===== config.mk =====
export PLATFORM = sky130hd
export DESIGN_NAME = rs232_avs_responder
export DESIGN_NICKNAME = d
export VERILOG_FILES = /design/src/rtl/rs232_avs_responder.sv
export SDC_FILE = /design/constraint.sdc
export NUM_CORES = 1
export LEC_CHECK = 0
export ABC_AREA = 1
export CELL_PAD_IN_SITES_DETAIL_PLACEMENT = 2
export CELL_PAD_IN_SITES_GLOBAL_PLACEMENT = 2
export CORE_ASPECT_RATIO = 0.5
export CORE_MARGIN = 5
export CORE_UTILIZATION = 27
export DETAILED_ROUTE_END_ITERATION = 16
export GPL_ROUTABILITY_DRIVEN = 0
export PLACE_DENSITY_LB_ADDON = 0.1
export SYNTH_ARGS = -nofsm -noshare
export SYNTH_HDL_FRONTEND = slang
export SYNTH_SLANG_ARGS = --single-unit

===== constraint.sdc =====
create_clock -name i_clk -period 2.8 [get_ports i_clk]
set_clock_uncertainty 0.2 [all_clocks]
set_input_delay 0.28 -clock i_clk [delete_from_list [all_inputs] [get_ports i_clk]]
set_output_delay 0.28 -clock i_clk [all_outputs]
set_load 0.05 [all_outputs]

===== src/rtl/rs232_avs_responder.sv =====
// ---------------------------------------------------------------------------
// rs232_avs_responder
//   Avalon-MM slave UART register model. Bytes arriving on the rx byte stream
//   are buffered in a small FIFO and read out through RXDATA. Bytes written to
//   TXDATA sit in a one-entry holding register until the tx sink takes them.
//
//   Register map (byte addresses on avs_address):
//     0  RXDATA  read: head byte of RX FIFO (pops), 0 when empty
//     4  TXDATA  write: load tx holding register; read returns 0
//     8  STATUS  bit7 RRDY (RX FIFO non-empty), bit6 TRDY (tx register empty),
//                bit3 OVERRUN (sticky, only with RS232_AVS_OVERRUN_EN)
//     other addresses: reads return 0, writes are acknowledged and ignored
//
//   Handshakes: a byte stream transfer happens on the rising clock edge where
//   valid && ready are both high. An Avalon access is accepted on the edge
//   where the master holds avs_read/avs_write and avs_waitrequest is low; the
//   read response follows exactly one cycle later on avs_readdatavalid.
//
//   Build option: define RS232_AVS_OVERRUN_EN to make rx_rdy always high
//   (outside reset); bytes that arrive while the FIFO is full are dropped and
//   flagged in STATUS bit3. Without it rx_rdy = !full and no byte is ever lost.
//
//   Ports:
//     i_clk, i_rst                   clock, asynchronous active-high reset
//     avs_address/read/write/writedata, avs_waitrequest,
//     avs_readdatavalid, avs_readdata Avalon-MM slave port
//     rx_val, rx_rdy, rx_data        incoming byte stream
//     tx_val, tx_rdy, tx_data        outgoing byte stream
//     dbg_state_o                    access FSM phase (IDLE/WAIT/ACCEPT)
// ---------------------------------------------------------------------------
module rs232_avs_responder #(
  parameter int RX_DEPTH    = 4,
  parameter int WAIT_CYCLES = 1
) (
  input  logic        i_clk,
  input  logic        i_rst,
  input  logic [4:0]  avs_address,
  input  logic        avs_read,
  input  logic        avs_write,
  input  logic [31:0] avs_writedata,
  output logic        avs_waitrequest,
  output logic        avs_readdatavalid,
  output logic [31:0] avs_readdata,
  input  logic        rx_val,
  output logic        rx_rdy,
  input  logic [7:0]  rx_data,
  output logic        tx_val,
  input  logic        tx_rdy,
  output logic [7:0]  tx_data,
  output logic [1:0]  dbg_state_o
);

  localparam int AW = $clog2(RX_DEPTH);
  localparam int CW = AW + 1;
  localparam logic [4:0] ADDR_RX = 5'd0;
  localparam logic [4:0] ADDR_TX = 5'd4;
  localparam logic [4:0] ADDR_ST = 5'd8;

  typedef enum logic [1:0] {ST_IDLE = 2'd0, ST_WAIT = 2'd1, ST_ACCEPT = 2'd2} state_e;

  state_e          state_q, state_d;
  logic [2:0]      cnt_q, cnt_d, cnt_eff;
  logic            req, is_wr, is_rd, tx_block, cnt_done, accept;
  logic            rdv_q;
  logic [31:0]     rdata_q, rd_val;
  logic            tx_val_q;
  logic [7:0]      tx_data_q;
  logic [7:0]      mem_q [RX_DEPTH];
  logic [AW-1:0]   wr_ptr_q, rd_ptr_q;
  logic [CW-1:0]   count_q;
  logic            full, empty, push, pop, ovr_flag;
  logic            unused_wdata;

  assign unused_wdata = ^avs_writedata[31:8];

  // A simultaneous read+write is handled as a write only.
  assign req      = avs_read || avs_write;
  assign is_wr    = avs_write;
  assign is_rd    = avs_read && !avs_write;
  assign tx_block = is_wr && (avs_address == ADDR_TX) && tx_val_q;

  // Wait cycles already spent on the current request; a fresh request in
  // IDLE has spent none, which lets WAIT_CYCLES=0 accept immediately.
  assign cnt_eff  = (state_q == ST_WAIT) ? cnt_q : 3'd0;
  assign cnt_done = (cnt_eff >= 3'(WAIT_CYCLES));
  assign accept   = !i_rst && req && cnt_done && !tx_block;

  // ---------------- access FSM: state register ----------------
  always_ff @(posedge i_clk or posedge i_rst) begin
    if (i_rst) begin
      state_q <= ST_IDLE;
      cnt_q   <= 3'd0;
    end else begin
      state_q <= state_d;
      cnt_q   <= cnt_d;
    end
  end

  // ---------------- access FSM: next state ----------------
  // ACCEPT is the single cycle in which accept is high; it always returns to
  // IDLE, as does a request dropped mid-wait (counter cleared).
  always_comb begin
    state_d = ST_IDLE;
    cnt_d   = 3'd0;
    if (req && !accept) begin
      state_d = ST_WAIT;
      cnt_d   = cnt_done ? cnt_eff : cnt_eff + 3'd1;
    end
  end

  // ---------------- access FSM: outputs ----------------
  always_comb begin
    avs_waitrequest = !accept;
    dbg_state_o     = accept ? ST_ACCEPT : state_q;
  end

  // ---------------- RX FIFO ----------------
  assign full  = (count_q == CW'(RX_DEPTH));
  assign empty = (count_q == '0);
  assign pop   = accept && is_rd && (avs_address == ADDR_RX) && !empty;

`ifdef RS232_AVS_OVERRUN_EN
  logic drop;
  logic ovr_q;
  assign rx_rdy   = !i_rst;
  // A pop in the same cycle frees the slot, so a full FIFO still takes the byte.
  assign push     = rx_val && rx_rdy && (!full || pop);
  assign drop     = rx_val && rx_rdy && full && !pop;
  assign ovr_flag = ovr_q;

  // Set wins over clear so a drop coinciding with a STATUS read is not lost.
  always_ff @(posedge i_clk or posedge i_rst) begin
    if (i_rst) begin
      ovr_q <= 1'b0;
    end else if (drop) begin
      ovr_q <= 1'b1;
    end else if (accept && is_rd && (avs_address == ADDR_ST)) begin
      ovr_q <= 1'b0;
    end
  end
`else
  assign rx_rdy   = !i_rst && !full;
  assign push     = rx_val && rx_rdy;
  assign ovr_flag = 1'b0;
`endif

  always_ff @(posedge i_clk) begin
    if (push) mem_q[wr_ptr_q] <= rx_data;
  end

  always_ff @(posedge i_clk or posedge i_rst) begin
    if (i_rst) begin
      wr_ptr_q <= '0;
      rd_ptr_q <= '0;
      count_q  <= '0;
    end else begin
      if (push) wr_ptr_q <= wr_ptr_q + AW'(1);
      if (pop)  rd_ptr_q <= rd_ptr_q + AW'(1);
      case ({push, pop})
        2'b10:   count_q <= count_q + CW'(1);
        2'b01:   count_q <= count_q - CW'(1);
        default: count_q <= count_q;
      endcase
    end
  end

  // ---------------- read data mux (sampled in the ACCEPT cycle) ----------------
  always_comb begin
    rd_val = 32'd0;
    case (avs_address)
      ADDR_RX: if (!empty) rd_val[7:0] = mem_q[rd_ptr_q];
      ADDR_ST: begin
        rd_val[7] = !empty;
        rd_val[6] = !tx_val_q;
        rd_val[3] = ovr_flag;
      end
      default: rd_val = 32'd0;
    endcase
  end

  always_ff @(posedge i_clk or posedge i_rst) begin
    if (i_rst) begin
      rdv_q   <= 1'b0;
      rdata_q <= 32'd0;
    end else begin
      rdv_q <= accept && is_rd;
      if (accept && is_rd) rdata_q <= rd_val;
    end
  end

  assign avs_readdatavalid = rdv_q;
  assign avs_readdata      = rdata_q;

  // ---------------- TX holding register ----------------
  // A TXDATA write is only accepted when the register is empty, so load and
  // drain never collide.
  always_ff @(posedge i_clk or posedge i_rst) begin
    if (i_rst) begin
      tx_val_q  <= 1'b0;
      tx_data_q <= 8'd0;
    end else if (accept && is_wr && (avs_address == ADDR_TX)) begin
      tx_val_q  <= 1'b1;
      tx_data_q <= avs_writedata[7:0];
    end else if (tx_val_q && tx_rdy) begin
      tx_val_q  <= 1'b0;
    end
  end

  assign tx_val  = tx_val_q;
  assign tx_data = tx_data_q;

endmodule


==> summary.txt <==
initial antenna violation count -> 0
drt drc -> 0
via/cell ratio -> 4.22
critical path class -> flop to flop
P&R area growth vs syn -> 31.4%
crit-path cells -> nor3_1 > nor2_2 > inv_2 > nor2_8 > ha_1 > fa_1 > a21oi_1 > o21ai_0 > xor2_1
status -> complete, no violations
Hold Vio Cnt, Final -> 0
critical path's slowest cell -> dfrtp_1
Final Slew Violations -> 0
min cycle time layout -> 2.35 ns
post-synth top area cell -> edfxtp_1
DR iter-0 viols -> 67
Max clock buf depth -> 2
Post-Place Worst Slack -> 0.171 ns
vias in the first global route -> 2299
Worst Path Max Fanout -> 4
filler instances -> 1127
Cell variety after synth -> 35
clk root buf -> clkbuf_16
FF-to-FF End -> count_q[2]
Hold Crit Class -> flop to flop
Mapped Cells -> 275
hpwl dp -> 5460 um
Max Fclk -> 426 MHz
antenna-violating nets left -> 0
Top Ports -> 97
Post-synth ARST share -> 47.5%
maxcap violations -> 0
CTS Buf Count -> 9
die height -> 82.8 um
Reg clk slew, reported paths -> 0.05 ns
buffers added on ports -> 48
CTS tree -> yes
clock insertion delay at the later pin of the skew report -> 0.32 ns
Worst Max-Slew Pin Slew -> 0.764 ns
worst reg2reg startpoint -> count_q[0]
Core Footprint -> 10300 um^2
hold path cells -> 2
yosys synthesis warning count -> 0
Worst Setup Start Kind -> flop
Setup crit end kind -> flop
CP Data Required Time -> 2.80 ns
biggest cell delay along the critical path -> 0.44 ns
r2r worst-path depth -> 9
# hold bufs at CTS -> 0
initial core utilization -> 27.8%
Max-Slew Margin vs Limit -> 49.0%
die width -> 156 um
final core utilization -> 36.6%
Reg2Reg Setup Slack -> 0.45 ns
cell with the most instances after synthesis -> nand2_1
GRT Total Usage -> 12.0%
diode count -> 0
Hold EP -> tx_data[1]
pwr dens -> 739 nW/um^2
detailed-route via count -> 2028
Netlist Area Pre-Place -> 2860 um^2
largest net degree at the start of global routing -> 20
synth cell count leaders -> nand2_1, edfxtp_1, nor2_1, dfrtp_1, buf_4
std cell rows -> 26
Worst EP arrival -> 2.35 ns
CTS-repair resized insts -> 0
unrepaired setup endpoints after global routing -> false
postcts setup bufs -> 0
final worst setup slack -> 0.452 ns
die area -> 12900 um^2
Pre-antenna DRT Iters -> 4
worst hold path startpoint -> tx_data[1]
first-pass GRT wire length -> 12000 um
routed len/inst -> 15.1 um
Synth Register Bits -> 61
sequential share of the synthesized area -> 58.9%
H-tree levels -> 3
reported leakage power -> 1.66 nW
share of layout cells above drive strength 1 -> 13.2%
number of enable flip-flop cells after synthesis -> 32
syn avg cell area -> 10.4 um^2
TritonCTS Sinks -> 61
setup violators final -> 0
Worst VDD drop -> 0.318 mV
total congestion overflow -> 0
setup TNS -> 0 ns
dominant synthesized flop cell -> edfxtp_1
post-synth top area share -> 33.6%
synth top area cells -> edfxtp_1, dfrtp_1, nand2_1
fin nets -> 393
crit share post-route -> 83.9%
final WL -> 7250 um
-- layer usage --
metal	vias to the layer above	track usage (%)	wire, um
li1	963	-	-
met1	1003	14.7	3310
met2	54	20.1	3460
met3	8	3.95	398
met4	0	3.81	87
met5	-	0	0
-- critical path, delay by kind of cell (launching register included) --
kind            cells  cell delay [ns]
buf+inv             1             0.12
simple gates        3             0.46
xor+xnor            1             0.15
fa+ha+maj           2             0.59
flops               1             0.44
compound gates      2             0.26
-- cell families after synthesis --
| family | synth area share [%] |
|---|---|
| and+or+nand+nor | 19.4 |
| muxes | 0.393 |
| xor gates and xnor gates | 0.918 |
| other | 0.131 |
| DFF | 58.9 |
| buffers and inverters | 11.6 |
| AOI/OAI and AO/OA | 5.77 |
| adders and majority gates | 2.88 |
-- flip-flops by register name (all words and copies together) (netlist names) --
register           cells
count_q                3
rd_ptr_q               2
avs_readdatavalid      1
tx_val                 1
tx_data                8
mem_q                 32
wr_ptr_q               2
cnt_q                  3
state_q                1
avs_readdata           8
-- power breakdown --
| group | switching [mW] | internal (mW) | leakage (nW) |
|---|---|---|---|
| registers | 0.0672 | 1.06 | 0.665 |
| logic | 0.391 | 0.197 | 0.857 |
| clock network | 0.387 | 0.681 | 0.135 |
| total | 0.844 | 1.94 | 1.66 |
-- cell usage in the layout (no fill, tap or decap) --
cell type	instances
dfrtp_1	29
nand2_1	57
mux2_2	1
nand2_4	1
o21bai_2	2
ha_1	5
inv_6	1
nand3_1	13
nor3_1	1
nand4_1	2
nand3_4	1
nor2_2	1
clkinvlp_4	2
xor2_1	2
clkinv_2	1
or2_2	1
nor2_4	3
a21oi_1	3
conb_1	24
buf_4	11
nor2_1	31
a21oi_2	1
nand3_2	2
clkdlybuf4s50_1	45
clkbuf_16	9
bufinv_16	1
o22ai_1	6
o21ai_0	16
o21ai_1	1
clkinv_1	5
buf_12	2
edfxtp_1	32
inv_2	2
nand4_4	1
fa_1	1
inv_1	22
nor2_8	1
nand2_2	1
xnor2_1	1
-- through the flow --
stage                     total power, mW  instance area, um^2  cells  hold WS, ns
final                                2.78                 3760    481        0.268
after global routing                 2.94                 3760    481        0.291
after CTS                            2.83                 3760    481        0.274
after detailed placement             1.74                 3470    465        0.260
after global placement               1.70                 3470    465        0.260
after floorplan                      1.54                 2950    298        0.158
-- final cells by class --
cell class	instances	area, um^2	area share (%)
clock buffer	9	225	5.99
inverter	27	103	2.73
multi-input combinational	179	935	24.8
clock inverter	7	65.1	1.73
sequential	61	1690	44.8
timing repair buffer	58	573	15.2
tap	140	175	4.66
-- worst max-delay path by stage --
stage / start / to / slack (ns) / cells after the start
finish: count_q[0] / count_q[2] / 0.45 / 9
global route: count_q[0] / count_q[2] / 0.31 / 8
CTS: count_q[0] / count_q[2] / 0.42 / 9
detailed placement: avs_address[1] / count_q[2] / 0.17 / 10
global placement: avs_address[1] / count_q[2] / 0.20 / 10
floorplan: count_q[0] / count_q[2] / 0.13 / 8
(Power assumes the default switching activity.)
